**src/rtl/dbl_op_exec.sv**
```systemverilog
`default_nettype none
// ============================================================================
// Module   : dbl_op_exec
// Brief    : Multi-cycle executor for format-I double-operand instructions
//            over a small register file. An instruction walks through
//            IDLE -> DECODE -> READ -> EXEC -> WB. Illegal encodings are
//            rejected from DECODE.
// Ports    : clk, rst             clock and synchronous active-high reset
//            start, instr         launch request and 16-bit instruction word
//            load_en/addr/data    register preload (accepted only in IDLE)
//            dbg_addr, dbg_data   combinational register read-back
//            busy, done, illegal  status; done is a one-cycle pulse
//            res, flags, fsm      last result, {V,N,Z,C}, current state
// Revision : 1.0 - initial release
// ============================================================================
module dbl_op_exec #(
    parameter int DATA_W = 16,
    parameter int NREGS  = 16,
    parameter int REG_AW = 4
) (
    input  logic              clk,
    input  logic              rst,
    input  logic              start,
    input  logic [15:0]       instr,
    input  logic              load_en,
    input  logic [REG_AW-1:0] load_addr,
    input  logic [DATA_W-1:0] load_data,
    input  logic [REG_AW-1:0] dbg_addr,
    output logic [DATA_W-1:0] dbg_data,
    output logic              busy,
    output logic              done,
    output logic              illegal,
    output logic [DATA_W-1:0] res,
    output logic [3:0]        flags,
    output logic [2:0]        fsm
);

    localparam logic [2:0] c_st_idle   = 3'd0;
    localparam logic [2:0] c_st_decode = 3'd1;
    localparam logic [2:0] c_st_read   = 3'd2;
    localparam logic [2:0] c_st_exec   = 3'd3;
    localparam logic [2:0] c_st_wb     = 3'd4;

    localparam logic [3:0] c_op_mov  = 4'h4;
    localparam logic [3:0] c_op_add  = 4'h5;
    localparam logic [3:0] c_op_addc = 4'h6;
    localparam logic [3:0] c_op_subc = 4'h7;
    localparam logic [3:0] c_op_sub  = 4'h8;
    localparam logic [3:0] c_op_cmp  = 4'h9;
    localparam logic [3:0] c_op_dadd = 4'hA;
    localparam logic [3:0] c_op_bit  = 4'hB;
    localparam logic [3:0] c_op_bic  = 4'hC;
    localparam logic [3:0] c_op_bis  = 4'hD;
    localparam logic [3:0] c_op_xor  = 4'hE;
    localparam logic [3:0] c_op_and  = 4'hF;

    localparam logic [DATA_W-1:0] c_mask_byte = {{(DATA_W-8){1'b0}}, 8'hFF};
    localparam logic [31:0]       c_nregs     = 32'(NREGS);

    logic [2:0]        r_state;
    logic [15:0]       r_instr;
    logic [DATA_W-1:0] r_s;
    logic [DATA_W-1:0] r_d;
    logic [DATA_W-1:0] r_res;
    logic [3:0]        r_flags;
    logic              r_done;
    logic              r_illegal;
    logic [DATA_W-1:0] r_regs [0:NREGS-1];

    // Instruction fields, taken from the word captured when start was accepted
    logic [3:0]        w_op;
    logic [3:0]        w_src_f;
    logic [3:0]        w_dst_f;
    logic              w_ad;
    logic              w_bw;
    logic [1:0]        w_as;
    logic [REG_AW-1:0] w_src;
    logic [REG_AW-1:0] w_dst;
    logic              w_legal;
    logic              w_wb_en;
    logic              w_load_ok;
    logic              w_dbg_ok;

    assign w_op    = r_instr[15:12];
    assign w_src_f = r_instr[11:8];
    assign w_ad    = r_instr[7];
    assign w_bw    = r_instr[6];
    assign w_as    = r_instr[5:4];
    assign w_dst_f = r_instr[3:0];
    assign w_src   = REG_AW'(w_src_f);
    assign w_dst   = REG_AW'(w_dst_f);

    // Register-index range is judged on the full 4-bit field so that a
    // narrow REG_AW cannot alias an out-of-range index onto a real register.
    assign w_legal = (w_op >= c_op_mov) && (w_op != c_op_dadd) &&
                     (w_as == 2'b00) && !w_ad &&
                     ({28'd0, w_src_f} < c_nregs) &&
                     ({28'd0, w_dst_f} < c_nregs);

    // CMP and BIT only produce flags; the destination register is kept.
    assign w_wb_en   = (w_op != c_op_cmp) && (w_op != c_op_bit);
    assign w_load_ok = ({{(32-REG_AW){1'b0}}, load_addr} < c_nregs);
    assign w_dbg_ok  = ({{(32-REG_AW){1'b0}}, dbg_addr} < c_nregs);

    // ------------------------------------------------------------------
    // Execute datapath. All arithmetic is a single adder D + B + cin where
    // subtraction supplies B = ~S; operands are masked to the effective
    // width so byte results come out zero-extended and the carry lands in
    // bit 8.
    // ------------------------------------------------------------------
    logic [DATA_W-1:0] w_mask;
    logic [DATA_W-1:0] w_a;
    logic [DATA_W-1:0] w_sm;
    logic [DATA_W-1:0] w_b;
    logic              w_cin;
    logic              w_arith;
    logic [DATA_W:0]   w_sum;
    logic [DATA_W-1:0] w_result;
    logic              w_carry;
    logic              w_msb_a;
    logic              w_msb_b;
    logic              w_msb_s;
    logic              w_msb_r;
    logic              w_z;
    logic [3:0]        w_flags_nxt;

    always_comb begin
        w_mask  = w_bw ? c_mask_byte : {DATA_W{1'b1}};
        w_a     = r_d & w_mask;
        w_sm    = r_s & w_mask;
        w_b     = w_sm;
        w_cin   = 1'b0;
        w_arith = 1'b0;
        case (w_op)
            c_op_add:  w_arith = 1'b1;
            c_op_addc: begin
                w_arith = 1'b1;
                w_cin   = r_flags[0];
            end
            c_op_subc: begin
                w_arith = 1'b1;
                w_b     = ~r_s & w_mask;
                w_cin   = r_flags[0];
            end
            c_op_sub, c_op_cmp: begin
                w_arith = 1'b1;
                w_b     = ~r_s & w_mask;
                w_cin   = 1'b1;
            end
            default: ;
        endcase

        w_sum = {1'b0, w_a} + {1'b0, w_b} + {{DATA_W{1'b0}}, w_cin};

        case (w_op)
            c_op_mov:           w_result = w_sm;
            c_op_bit, c_op_and: w_result = w_a & w_sm;
            c_op_bic:           w_result = w_a & ~w_sm;
            c_op_bis:           w_result = w_a | w_sm;
            c_op_xor:           w_result = w_a ^ w_sm;
            default:            w_result = w_sum[DATA_W-1:0] & w_mask;
        endcase

        w_carry = w_bw ? w_sum[8]    : w_sum[DATA_W];
        w_msb_a = w_bw ? w_a[7]      : w_a[DATA_W-1];
        w_msb_b = w_bw ? w_b[7]      : w_b[DATA_W-1];
        w_msb_s = w_bw ? w_sm[7]     : w_sm[DATA_W-1];
        w_msb_r = w_bw ? w_result[7] : w_result[DATA_W-1];
        w_z     = (w_result == '0);

        // Default keeps flags: MOV, BIC and BIS leave them untouched.
        w_flags_nxt = r_flags;
        if (w_arith) begin
            // Overflow: both addends share a sign that the sum does not.
            w_flags_nxt = {(w_msb_a == w_msb_b) && (w_msb_r != w_msb_a),
                           w_msb_r, w_z, w_carry};
        end else if ((w_op == c_op_and) || (w_op == c_op_bit)) begin
            w_flags_nxt = {1'b0, w_msb_r, w_z, ~w_z};
        end else if (w_op == c_op_xor) begin
            w_flags_nxt = {w_msb_s & w_msb_a, w_msb_r, w_z, ~w_z};
        end
    end

    // ------------------------------------------------------------------
    // Control FSM with registered status outputs
    // ------------------------------------------------------------------
    always_ff @(posedge clk) begin
        if (rst) begin
            r_state   <= c_st_idle;
            r_instr   <= '0;
            r_s       <= '0;
            r_d       <= '0;
            r_res     <= '0;
            r_flags   <= '0;
            r_done    <= 1'b0;
            r_illegal <= 1'b0;
        end else begin
            r_done    <= 1'b0;
            r_illegal <= 1'b0;
            case (r_state)
                c_st_idle: begin
                    if (start) begin
                        r_instr <= instr;
                        r_state <= c_st_decode;
                    end
                end
                c_st_decode: begin
                    if (w_legal) begin
                        r_state <= c_st_read;
                    end else begin
                        r_state   <= c_st_idle;
                        r_done    <= 1'b1;
                        r_illegal <= 1'b1;
                    end
                end
                c_st_read: begin
                    r_s     <= r_regs[w_src];
                    r_d     <= r_regs[w_dst];
                    r_state <= c_st_exec;
                end
                c_st_exec: begin
                    r_res   <= w_result;
                    r_flags <= w_flags_nxt;
                    r_state <= c_st_wb;
                end
                c_st_wb: begin
                    r_state <= c_st_idle;
                    r_done  <= 1'b1;
                end
                default: r_state <= c_st_idle;
            endcase
        end
    end

    // Register file: preload is only honoured in IDLE, writeback only in WB,
    // so the two write sources can never collide.
    always_ff @(posedge clk) begin
        if (rst) begin
            for (int i = 0; i < NREGS; i++) begin
                r_regs[i] <= '0;
            end
        end else if ((r_state == c_st_idle) && load_en && w_load_ok) begin
            r_regs[load_addr] <= load_data;
        end else if ((r_state == c_st_wb) && w_wb_en) begin
            r_regs[w_dst] <= r_res;
        end
    end

    assign dbg_data = w_dbg_ok ? r_regs[dbg_addr] : '0;
    assign busy     = (r_state != c_st_idle);
    assign done     = r_done;
    assign illegal  = r_illegal;
    assign res      = r_res;
    assign flags    = r_flags;
    assign fsm      = r_state;

endmodule
`default_nettype wire

```
**config.mk**
```make
export PLATFORM = sky130hd
export DESIGN_NAME = dbl_op_exec
export DESIGN_NICKNAME = d
export VERILOG_FILES = /design/src/rtl/dbl_op_exec.sv
export SDC_FILE = /design/constraint.sdc
export NUM_CORES = 1
export LEC_CHECK = 0
export CAP_MARGIN = 5
export CORE_ASPECT_RATIO = 0.7
export CORE_MARGIN = 1.5
export CORE_UTILIZATION = 55
export DETAILED_ROUTE_END_ITERATION = 7
export GPL_TIMING_DRIVEN = 0
export PLACE_DENSITY = 0.73
export SLEW_MARGIN = 30
export SYNTH_ARGS = -nofsm -noshare
export SYNTH_HDL_FRONTEND = slang
export SYNTH_SLANG_ARGS = --single-unit
```
**constraint.sdc**
```tcl
create_clock -name clk -period 11.34 [get_ports clk]
set_clock_uncertainty 0.1 [all_clocks]
set_input_delay 3.402 -clock clk [delete_from_list [all_inputs] [get_ports clk]]
set_output_delay 3.402 -clock clk [all_outputs]
set_load 0.03 [all_outputs]
```
==> out/results.txt <==
Excluding fillers, the count of instances in the completed layout stands at 2278. The final setup violation count was 0; the total wire length after detailed routing was 67.01 mm. STA classifies the critical path endpoint as a primary output. For the placer congestion estimate, the log shows 1.023.

The run gives 15.13k as the via count of the first global-routing pass. After synthesis, the largest family of logic cells by area is multiplexers. The worst register-to-register path begins at r_instr[13]$_SDFFE_PP0P_.

The flow ran to the end, and the final reports show no timing, DRC or antenna violations. The category of the worst setup path launch point is an input pin. Setup repair after global routing left no endpoint under its margin. The net count of the finished layout is 1848.

Of the total synthesized cell area, the portion taken by AND, OR, NAND and NOR gates is 13.17%. Hold path startpoint: r_instr[7]$_SDFFE_PP0P_. Count of flip-flops with a built-in enable after synthesis: 256.

The run gives 35 as the number of buffers created by CTS. Counting stages on the worst path, the most repeated cell is sky130_fd_sc_hd__mux4_2. For the initial antenna violation count, the log shows 0. The longest clock path from root to sink contains 3 buffers. Port buffering added 80 buffers.

The number of failing hold endpoints at the final stage was 0; the top-level I/O count was 86. The H-tree level count came out at 2. On the critical path, the stage with the largest delay is an instance of sky130_fd_sc_hd__clkbuf_1. The smallest clock period supported by the final layout is computed as 9.960 ns. Summed over all cells, the static leakage comes to 7.677 nW. The average wire length per cell after detail routing was 29.42 um; the half-perimeter wire length of the detailed placement result was 51.78 mm. The cell type with the highest aggregate area in the netlist is sky130_fd_sc_hd__edfxtp_1. Among cell families on the critical path, the largest total delay comes from buffers and inverters. The tools report the post-synth net total as 1731.

Multiplexer cells account for 27.73% of the synthesized area. Measured along the y axis, the die boundary spans 163.3 um. The relative area change from synthesis to final layout was 12.46%; the per-cell via count in the routed design was 7.001.

The worst path arrival time was 6.46 ns; the transition at the pin with the smallest max-transition slack was 1.044 ns. By area the synthesized netlist is led by sky130_fd_sc_hd__edfxtp_1, sky130_fd_sc_hd__mux4_2, sky130_fd_sc_hd__dfxtp_1. After clock tree synthesis, the flow added hold-fix buffers numbering 0. Summing the areas of all fa, ha and maj instances in the mapped netlist gives 2.121% of the synthesized area. For this run, the top clock speed supported by timing is 100.4 MHz.

For the worst setup path, the data required time is 7.84 ns. The worst hold path terminates at r_instr[7]$_SDFFE_PP0P_. Across the run, the number of max-cap violations was 0.

Most frequent cell after synthesis: sky130_fd_sc_hd__nor2_1. The share of the cycle needed by the critical path after routing was 87.83%; the async set-reset flop share out of synthesis was 0%. The root buffer cell chosen for the clock tree is sky130_fd_sc_hd__clkbuf_16. Number of pins with negative max-slew slack in the final report: 0.

The length in cells of the worst reg-to-reg path is 18. The die is 231.9 um wide. The setup TNS is 0 ns. The detailed router finished its first iteration with 2614 violations.

Across all register-to-register paths, the minimum setup slack is 4.67 ns. The synthesized netlist occupies a cell area of 0.02018 mm^2. The clock net in this run drives a total of 329 sinks.

The synthesized instance count is 1654. The worst-skew pair later-pin latency came out at 0.55 ns. For this run, design rule violations remaining after detail routing come to 0. The total instance count after detailed placement is 2214. Maximum fanout along the worst path: 10.

The tools report the worst IR drop on VDD as 154.0 uV. 0 antenna diodes ended up in the layout. Dividing the synthesized area by the synthesized cell count gives 12.20 um^2. TritonCTS built the clock tree. The synthesis warning total is 0. The logs give 0 for the count of instances resized after the clock tree is built and 36.19% for the total track usage.

Buffering stage count on the worst path with inverters included: 3. The total global routing overflow is 0, and the highest cell delay on the worst timing path is 0.69 ns. Among all flip-flop cells after synthesis, the most frequent one is sky130_fd_sc_hd__edfxtp_1.

Of the total synthesized cell area, the portion taken by XOR and XNOR cells is 1.129%. The run gives 97.96 mm as the wire length of the first global-routing pass. Headroom to the max-slew limit came out at 30.39%. The share of layout cells above drive strength 1 is 20.80%, and the total iterations of the first detailed-routing run is 6.

The run gives 56.06% as the initial core utilization. The final worst-path setup slack is 1.380 ns, and the post-synthesis sequential element count is 329. The tools report the core utilization of the finished layout as 63.04%. In this run the critical register-to-register path is captured at flags[0]$_SDFFE_PP0P_. The share of the Yosys chip area taken by registers is 45.34%. The tightest min-delay check is of the flip-flop to flip-flop type.

Critical path class: input pin to primary output. Summed over its instances, the top area cell type makes up 38.10% of the synthesized netlist area. Cell depth of the worst hold path: 2. The die covers 0.03786 mm^2.

The tools report the post-detailed-route count of antenna-violating nets as 0. The tools report the count of unique library cells instantiated by Yosys as 84. At the placement stage, the worst setup path has a slack of 1.191 ns. The total setup buffers inserted after CTS was 0; the number of standard-cell rows in the floorplan was 58. The commonest cells after synthesis are sky130_fd_sc_hd__nor2_1, sky130_fd_sc_hd__edfxtp_1, sky130_fd_sc_hd__mux4_2.

Across all layers, the routed design uses 15.95k vias. The signal on the critical path passes through clkbuf_1, buf_2, mux4_2, mux4_2, clkdlybuf4s50_1. The total area inside the core boundary comes to 0.03599 mm^2. Entering global routing, the biggest net connects 17 pins. Dividing total power by cell area gives a power density of 132.9 mW/mm^2. The clock slew seen by the registers of the worst setup and hold paths was 0.07 ns. Summing the areas of all compound-gate instances in the mapped netlist gives 6.703% of the synthesized area.
==> cells in the final DEF (no fill, tap or decap), types with 19 or more instances in the layout <==
cell type	count
sky130_fd_sc_hd__nor2_1	317
sky130_fd_sc_hd__nand2_1	169
sky130_fd_sc_hd__inv_1	35
sky130_fd_sc_hd__ha_1	31
sky130_fd_sc_hd__mux2i_1	19
sky130_fd_sc_hd__dfxtp_1	73
sky130_fd_sc_hd__edfxtp_1	256
sky130_fd_sc_hd__a21oi_1	89
sky130_fd_sc_hd__xnor2_1	22
sky130_fd_sc_hd__clkbuf_1	82
sky130_fd_sc_hd__buf_2	46
sky130_fd_sc_hd__clkdlybuf4s50_1	80
sky130_fd_sc_hd__o21ai_0	36
sky130_fd_sc_hd__mux4_2	240
sky130_fd_sc_hd__nand2b_1	24
sky130_fd_sc_hd__clkbuf_16	36
==> metal layers <==
metal	GRT usage, %	routed length [um]
met3	10.04	10290
met5	0	0
met2	49.32	27680
met1	55.66	26560
met4	12.28	2488
==> flip-flops by register name, indices dropped and copies added, names as in the netlist <==
name and flops:
res 16, r_instr 16, flags 4, r_d 16
done 1, fsm 3, r_regs 256, illegal 1
r_s 16
==> how the worst max path moves through the flow <==
| stage | startpoint | to | slack, ns | depth (start not counted) |
|---|---|---|---|---|
| after floorplan | dbg_addr[0] | dbg_data[0] | 2.38 | 4 |
| after global placement | dbg_addr[0] | dbg_data[5] | 1.01 | 5 |
| after detailed placement | dbg_addr[0] | dbg_data[7] | 1.19 | 5 |
| after CTS | dbg_addr[0] | dbg_data[4] | 1.15 | 5 |
| after global routing | dbg_addr[0] | dbg_data[5] | 1.33 | 5 |
| final | dbg_addr[0] | dbg_data[5] | 1.38 | 5 |
==> worst reg2reg max path, delay by kind of cell, from the launching register on <==
kind | cells | cell delay [ns]
flip-flops | 1 | 0.30
buffers and inverters | 5 | 1.53
AND/OR/NAND/NOR | 4 | 1.37
adder cells (fa/ha/maj) | 2 | 0.86
AO/OA/AOI/OAI | 5 | 2.05
XOR/XNOR | 2 | 0.33
==> power breakdown <==
group          switching (W)  leakage, nW  internal (W)  total [W]
logic               0.000285         3.92      0.000211   0.000496
registers          0.0000334         3.22       0.00134    0.00138
clock network       0.000511        0.530      0.000633    0.00114
==> cells by family (layout without fill, tap and decap cells) <==
kind of cell | Yosys count | count (layout)
and+or+nand+nor | 614 | 614
DFF | 329 | 329
muxes | 259 | 259
AOI/OAI and AO/OA | 217 | 217
buffers and inverters | 176 | 320
adders and majority gates | 33 | 33
xor gates and xnor gates | 26 | 26
==> area by class of cell <==
type,instances,area [um^2]
Fill cell,2818,13300
Multi-Input combinational cell,1149,10270
Sequential cell,329,9149
Clock buffer,46,938.4
Timing Repair Buffer,80,800.8
Buffer,140,645.6
Tap cell,480,600.6
Clock inverter,18,152.6
Inverter,36,135.1
==> metrics by stage <==
stage                     total power (W)  hold slack, ns  area (um^2)
after floorplan                  0.001704          0.3318        20180
after CTS                        0.002997          0.3630        22680
after global routing             0.003078          0.3807        22690
after global placement           0.001871          0.3459        21580
final                            0.003016          0.3656        22690
after detailed placement         0.001882          0.3546        21590
(Power assumes the default switching activity.)
